File: src/rtl/alu_pkg.sv
// Shared constants and op encodings for the ALU-sharing arbiter.
package alu_pkg;

  localparam int unsigned ALU_WIDTH   = 32;
  localparam int unsigned ALU_SEL_W   = 3;
  localparam int unsigned ALU_NUM_OPS = 8;

  typedef enum logic [ALU_SEL_W-1:0] {
    ALU_AND = 3'd0,
    ALU_OR  = 3'd1,
    ALU_XOR = 3'd2,
    ALU_ADD = 3'd3,
    ALU_SUB = 3'd4,
    ALU_SLT = 3'd5,
    ALU_SLL = 3'd6,
    ALU_SRL = 3'd7
  } alu_op_e;

endpackage

File: src/rtl/alu_share_arbiter_if.sv
// Request/response channels of all requesters plus the shared-ALU drive bundle.
interface alu_share_arbiter_if
  import alu_pkg::*;
#(
  parameter int unsigned WIDTH = ALU_WIDTH,
  parameter int unsigned SEL_W = ALU_SEL_W,
  parameter int unsigned NREQ  = 2
);

  logic [NREQ-1:0]       req_valid;
  logic [NREQ*SEL_W-1:0] req_op;
  logic [NREQ*WIDTH-1:0] req_a;
  logic [NREQ*WIDTH-1:0] req_b;
  logic [NREQ-1:0]       req_ready;
  logic [NREQ-1:0]       rsp_valid;
  logic [NREQ-1:0]       rsp_ready;
  logic [NREQ*WIDTH-1:0] rsp_data;
  logic [NREQ-1:0]       rsp_err;
  logic [SEL_W-1:0]      alu_sel;
  logic [WIDTH-1:0]      alu_a;
  logic [WIDTH-1:0]      alu_b;
  logic [WIDTH-1:0]      alu_r;

  // Requesters and the external ALU together form the master side.
  modport master (
    output req_valid, req_op, req_a, req_b, rsp_ready, alu_r,
    input  req_ready, rsp_valid, rsp_data, rsp_err, alu_sel, alu_a, alu_b
  );

  modport slave (
    input  req_valid, req_op, req_a, req_b, rsp_ready, alu_r,
    output req_ready, rsp_valid, rsp_data, rsp_err, alu_sel, alu_a, alu_b
  );

endinterface

File: src/rtl/alu_share_arbiter_rr_grant.sv
// Rotating-priority one-hot grant; pointer moves past the last winner.
module alu_share_arbiter_rr_grant #(
  parameter int unsigned NREQ  = 2,
  parameter int unsigned IDX_W = (NREQ > 1) ? $clog2(NREQ) : 1
) (
  input  logic            clk,
  input  logic            rst_n,
  input  logic [NREQ-1:0] elig,
  output logic [NREQ-1:0] grant_c
);

  logic [IDX_W-1:0] ptr;
  logic [IDX_W-1:0] cand;
  logic [IDX_W-1:0] win_idx;
  logic             win_any;
  int unsigned      sum;

  // Search ptr, ptr+1, ... modulo NREQ; first eligible index wins.
  always_comb begin
    grant_c = '0;
    win_idx = '0;
    win_any = 1'b0;
    cand    = '0;
    sum     = 0;
    for (int unsigned o = 0; o < NREQ; o++) begin
      sum  = 32'(ptr) + o;
      sum  = (sum >= NREQ) ? (sum - NREQ) : sum;
      cand = IDX_W'(sum);
      if (!win_any && elig[cand]) begin
        win_any       = 1'b1;
        grant_c[cand] = 1'b1;
        win_idx       = cand;
      end
    end
  end

  always_ff @(posedge clk or negedge rst_n) begin
    if (!rst_n) begin
      ptr <= '0;
    end else if (win_any) begin
      ptr <= (win_idx == IDX_W'(NREQ - 1)) ? '0 : (win_idx + IDX_W'(1));
    end
  end

endmodule

File: src/rtl/alu_share_arbiter.sv
// Arbitrates one shared combinational ALU among NREQ requesters, one op per cycle,
// and registers each result into the winner's response slot.
module alu_share_arbiter
  import alu_pkg::*;
#(
  parameter int unsigned WIDTH   = ALU_WIDTH,
  parameter int unsigned SEL_W   = ALU_SEL_W,
  parameter int unsigned NREQ    = 2,
  parameter int unsigned NUM_OPS = ALU_NUM_OPS
) (
  input logic             clk,
  input logic             rst_n,
  alu_share_arbiter_if.slave bus
);

  localparam int unsigned CMP_W = SEL_W + 1;

  logic [NREQ-1:0] elig;
  logic [NREQ-1:0] grant_c;
  logic            op_err_c;

  // A slot that is being drained this cycle may be refilled in the same cycle.
  assign elig          = bus.req_valid & (~bus.rsp_valid | bus.rsp_ready);
  assign bus.req_ready = grant_c;

  alu_share_arbiter_rr_grant #(.NREQ(NREQ)) u_rr_grant (
    .clk     (clk),
    .rst_n   (rst_n),
    .elig    (elig),
    .grant_c (grant_c)
  );

  // Mux the winner onto the ALU; hold everything at zero when idle.
  always_comb begin
    bus.alu_sel = '0;
    bus.alu_a   = '0;
    bus.alu_b   = '0;
    op_err_c    = 1'b0;
    for (int unsigned i = 0; i < NREQ; i++) begin
      if (grant_c[i]) begin
        bus.alu_sel = bus.req_op[i*SEL_W +: SEL_W];
        bus.alu_a   = bus.req_a[i*WIDTH +: WIDTH];
        bus.alu_b   = bus.req_b[i*WIDTH +: WIDTH];
        op_err_c    = CMP_W'(bus.req_op[i*SEL_W +: SEL_W]) >= CMP_W'(NUM_OPS);
      end
    end
  end

  // Illegal ops still capture the ALU result; only the error flag differs.
  always_ff @(posedge clk or negedge rst_n) begin
    if (!rst_n) begin
      bus.rsp_valid <= '0;
      bus.rsp_data  <= '0;
      bus.rsp_err   <= '0;
    end else begin
      for (int unsigned i = 0; i < NREQ; i++) begin
        if (grant_c[i]) begin
          bus.rsp_valid[i]               <= 1'b1;
          bus.rsp_data[i*WIDTH +: WIDTH] <= bus.alu_r;
          bus.rsp_err[i]                 <= op_err_c;
        end else if (bus.rsp_ready[i]) begin
          bus.rsp_valid[i] <= 1'b0;
        end
      end
    end
  end

endmodule

File: src/flat_wrapper.sv
// flat-port wrapper written by rule: the top's interface ports become plain ports
module alu_share_arbiter_flat import alu_pkg::*;
#(
  parameter int unsigned WIDTH   = ALU_WIDTH,
  parameter int unsigned SEL_W   = ALU_SEL_W,
  parameter int unsigned NREQ    = 2,
  parameter int unsigned NUM_OPS = ALU_NUM_OPS
)
  (clk, rst_n, bus_req_valid, bus_req_op, bus_req_a, bus_req_b, bus_rsp_ready, bus_alu_r, bus_req_ready, bus_rsp_valid, bus_rsp_data, bus_rsp_err, bus_alu_sel, bus_alu_a, bus_alu_b);
  alu_share_arbiter_if #(.WIDTH(WIDTH), .SEL_W(SEL_W), .NREQ(NREQ)) bus_i ();
  input logic clk;
  input logic rst_n;
  input wire logic [$bits(bus_i.req_valid)-1:0] bus_req_valid;
  input wire logic [$bits(bus_i.req_op)-1:0] bus_req_op;
  input wire logic [$bits(bus_i.req_a)-1:0] bus_req_a;
  input wire logic [$bits(bus_i.req_b)-1:0] bus_req_b;
  input wire logic [$bits(bus_i.rsp_ready)-1:0] bus_rsp_ready;
  input wire logic [$bits(bus_i.alu_r)-1:0] bus_alu_r;
  output wire logic [$bits(bus_i.req_ready)-1:0] bus_req_ready;
  output wire logic [$bits(bus_i.rsp_valid)-1:0] bus_rsp_valid;
  output wire logic [$bits(bus_i.rsp_data)-1:0] bus_rsp_data;
  output wire logic [$bits(bus_i.rsp_err)-1:0] bus_rsp_err;
  output wire logic [$bits(bus_i.alu_sel)-1:0] bus_alu_sel;
  output wire logic [$bits(bus_i.alu_a)-1:0] bus_alu_a;
  output wire logic [$bits(bus_i.alu_b)-1:0] bus_alu_b;
  assign bus_i.req_valid = bus_req_valid;
  assign bus_i.req_op = bus_req_op;
  assign bus_i.req_a = bus_req_a;
  assign bus_i.req_b = bus_req_b;
  assign bus_i.rsp_ready = bus_rsp_ready;
  assign bus_i.alu_r = bus_alu_r;
  assign bus_req_ready = bus_i.req_ready;
  assign bus_rsp_valid = bus_i.rsp_valid;
  assign bus_rsp_data = bus_i.rsp_data;
  assign bus_rsp_err = bus_i.rsp_err;
  assign bus_alu_sel = bus_i.alu_sel;
  assign bus_alu_a = bus_i.alu_a;
  assign bus_alu_b = bus_i.alu_b;
  alu_share_arbiter #(.WIDTH(WIDTH), .SEL_W(SEL_W), .NREQ(NREQ), .NUM_OPS(NUM_OPS)) u_core (.clk(clk), .rst_n(rst_n), .bus(bus_i));
endmodule
File: config.mk
export PLATFORM = sky130hd
export DESIGN_NAME = alu_share_arbiter_flat
export DESIGN_NICKNAME = d
export VERILOG_FILES = /design/src/rtl/alu_pkg.sv /design/src/rtl/alu_share_arbiter_if.sv /design/src/rtl/alu_share_arbiter_rr_grant.sv /design/src/rtl/alu_share_arbiter.sv /design/src/flat_wrapper.sv
export SDC_FILE = /design/constraint.sdc
export NUM_CORES = 1
export LEC_CHECK = 0
export BUFFER_PORTS_ARGS = -buffer_cell sky130_fd_sc_hd__buf_2
export CORE_AREA = 2 2 120 122
export DETAILED_ROUTE_END_ITERATION = 7
export DIE_AREA = 0 0 122 124
export GPL_TIMING_DRIVEN = 0
export HOLD_SLACK_MARGIN = 0.12
export SLEW_MARGIN = 40
export SYNTH_ARGS = -nofsm -noshare
export SYNTH_HDL_FRONTEND = slang
export SYNTH_SLANG_ARGS = --single-unit
File: constraint.sdc
create_clock -name clk -period 2.2 [get_ports clk]
set_clock_uncertainty 0.15 [all_clocks]
set_input_delay 0.22 -clock clk [delete_from_list [all_inputs] [get_ports clk]]
set_output_delay 0.22 -clock clk [all_outputs]
set_load 0.01 [all_outputs]
==> summary.md <==
| Metric | Value |
|---|---|
| Outcome | finished clean |
| Mapped Avg Cell Area | 14.1 um^2 |
| Max IR drop VDD | 0.552 mV |
| Fin Hold WS | 0.133 ns |
| Core ar. | 13700 um^2 |
| Post-DR vias/cell | 4.47 |
| Peak per-stage delay on the critical path | 0.37 ns |
| Hold Path Class | primary input to register |
| Comb pwr share | 0.402 |
| Clock sinks | 67 |
| Overflow after GRT | 0 |
| WP buf/inv | 3 |
| # setup viols final | 0 |
| Worst Reg-to-Reg Cells | 6 |
| Startpoint types | register |
| CP Capture Type | output port |
| FMAX | 457 MHz |
| Clock transition at the registers of the reported paths | 0.06 ns |
| FILL cells | 1309 |
| Tot GR Track Use | 0.174 |
| #FFs+latches synth | 67 |
| Main area contributors after synthesis | dfrtp_1 (51%), a22o_1 (18%), mux2_2 (13%), mux2_1 (7.5%), buf_6 (3.4%) |
| Clk pwr share | 0.268 |
| Primary FF master, synth | dfrtp_1 |
| Cell chain of the critical path | nor2b_4, a311oi_4, buf_6, buf_4, a22o_1, buf_2 |
| Vias | 3545 |
| Commonest cells post-synth | a22o_1 (67), dfrtp_1 (67), mux2_2 (37) |
| Synth unique cells | 18 |
| Routed len/inst | 18.1 um |
| Int Pwr | 0.00360 W |
| Post-synth ARST share | 1.00 |
| Htree depth | 3 |
| Max Cap Viol | 0 |
| Die H | 124 um |
| Fin. Hold Viols | 0 |
| Area leader, netlist | dfrtp_1 |
| Post-route antenna net violation count | 0 |
| RePlAce Congestion | 0.821 |
| Detailed placement HPWL | 11.2 mm |
| Initial Util | 0.240 |
| Iteration-0 DRC Markers | 81 |
| DRT Wirelength | 14.3 mm |
| Initial antenna violation count | 3 |
| Die W | 122 um |
| # nets final | 779 |
| Area growth, synth to finish | 84.7% |
| Seq/Total Area, Yosys | 0.509 |
| Critical path class | register to output port |
| RSZ-0062 raised after global routing | yes |
| Slowest cell on crit path | dfrtp_1 |
| Cell Pwr Density | 864 nW/um^2 |
| Slew Viols, Final | 0 |
| Clock Path Buffers | 2 |
| Vias in the first global route | 3593 |
| Data required, critical path | 1.83 ns |
| Largest net degree at the start of global routing | 44 |
| Synth warnings | 0 |
| Critical Path AT | 1.82 ns |
| Fraction of layout cells with a size suffix above 1 | 0.681 |
| First-pass GRT wire length | 19.7 mm |
| Worst-Skew Late Latency | 0.32 ns |
| Synth top area share | 0.509 |
| Mapped Cells | 233 |
| Port bufs | 306 |
| Switching pwr | 0.00166 W |
| Crit. path cell count | 6 |
| Cell Area, Synth | 3300 um^2 |
| Drt first pass iters | 4 |
| Number of synthesized flops with an enable pin | 0 |
| Ports | 309 |
| Die area | 15100 um^2 |
| Total CTS buffers | 9 |
| Site Rows | 43 |
| Sw Share | 0.316 |
| Part of the power in registers | 0.330 |
| Lkg Pwr | 3.21 nW |
| Residual DRC count | 0 |
| Clk root buf | clkbuf_16 |
| Cell family with most CP delay | buffers and inverters |
| Worst hold path depth | 4 |
| Critical path fanouts, max | 8 |
| CTS tree | built |
| Final Critical Period | 2.19 ns |
| Layout Cells excl Fill | 793 |
| Final critical-path share of the clock period | 0.995 |
| Placed cell count | 721 |
-- final timing paths --
kind	startpoint	to	slack, ns
min	bus_req_valid[0]	register	0.13
max in group asynchronous	rst_n	u_core.bus.rsp_data[63]	1.17
max reg2reg	u_core.bus.rsp_valid[0]	u_core.bus.rsp_data[7]	0.23
min in group asynchronous	rst_n	u_core.bus.rsp_data[26]	0.20
min reg2reg	u_core.bus.rsp_data[26]	u_core.bus.rsp_data[26]	0.33
max	u_core.bus.rsp_valid[0]	bus_alu_b[17]	0.01
-- repair_timing --
action / in CTS / in global routing
hold buffers: 36 / 0
resized for setup: 43 / 10
cloned: 4 / 0
pin swaps: 13 / 13
buffers inserted: 13 / 4
setup endpoints to repair: 69 / 64
endpoints found under the hold margin: 133 / 0
-- final cells by class --
cell class                      count  area [um^2]  area share
Buffer                             22          248      0.0407
Tap cell                          180          225      0.0370
Clock inverter                      5         52.6     0.00863
Clock buffer                       11          243      0.0399
Sequential cell                    67         1680       0.275
Multi-Input combinational cell    142         1480       0.243
Timing Repair Buffer              363         2150       0.354
Antenna cell                        1         2.50    0.000411
Inverter                            2         7.51     0.00123
-- placed cells by master, fill, tap and decap left out, types with 2 or more instances in the layout --
master,Yosys,layout
dfrtp_1,67,67
mux2_1,22,22
buf_12,0,2
buf_4,4,21
nand2_1,2,2
conb_1,1,2
a22o_1,67,63
mux2_2,37,37
buf_6,10,24
mux2_4,5,5
buf_2,9,297
nand2b_4,2,2
a22o_4,0,4
dlygate4sd3_1,0,36
buf_8,0,4
clkbuf_16,0,9
clkinv_2,0,3
-- worst register-to-register path: cells and delay by family (launching register included) --
family | cells | cell delay, ns
simple gates | 1 | 0.16
mux | 1 | 0.38
compound gates | 1 | 0.25
flops | 1 | 0.37
buf+inv | 3 | 0.54
-- kinds of logic (layout without fill, tap and decap cells) --
family / count (synthesis) / in the layout / synth area share
simple gates: 6 / 6 / 0.0152
mux: 64 / 64 / 0.224
other cells: 1 / 3 / 0.00114
buf+inv: 25 / 403 / 0.0592
compound gates: 70 / 70 / 0.192
flops: 67 / 67 / 0.509
-- per-layer routing --
layer,global-route usage,share of wire,vias up
met3,0.0495,0.077,17
met5,0,0.00091,-
met1,0.201,0.39,1724
met4,0.0503,0.014,2
li1,-,-,1642
met2,0.316,0.52,160
-- registers in the layout, summed over array words and instances (netlist names), named ones only --
signal	count
u_core.bus.rsp_data	64
u_core.bus.rsp_valid	2
-- per-stage QoR --
step,setup slack [ns],power (W),TNS (ns),util,cell area (um^2)
2_1_floorplan,0.373,0.00272,0,-,3300
3_3_place_gp,0.0380,0.00358,0,0.369,5060
3_5_place_dp,0.0358,0.00363,0,0.370,5080
4_1_cts,-0.0262,0.00530,-0.165,0.441,6050
5_1_grt,-0.0593,0.00557,-1.92,0.444,6090
6_report,0.0111,0.00526,0,0.444,6090
-- power by group through the flow --
| stage | clock network [W] | logic, W | registers [W] |
|---|---|---|---|
| 3_5_place_dp | 0 | 0.00188 | 0.00174 |
| 6_report | 0.00141 | 0.00212 | 0.00173 |
| 2_1_floorplan | 0 | 0.000828 | 0.00189 |
| 5_1_grt | 0.00151 | 0.00228 | 0.00177 |
| 4_1_cts | 0.00145 | 0.00212 | 0.00173 |
| 3_3_place_gp | 0 | 0.00186 | 0.00172 |
Note: power is estimated with default switching activity, not from simulation.
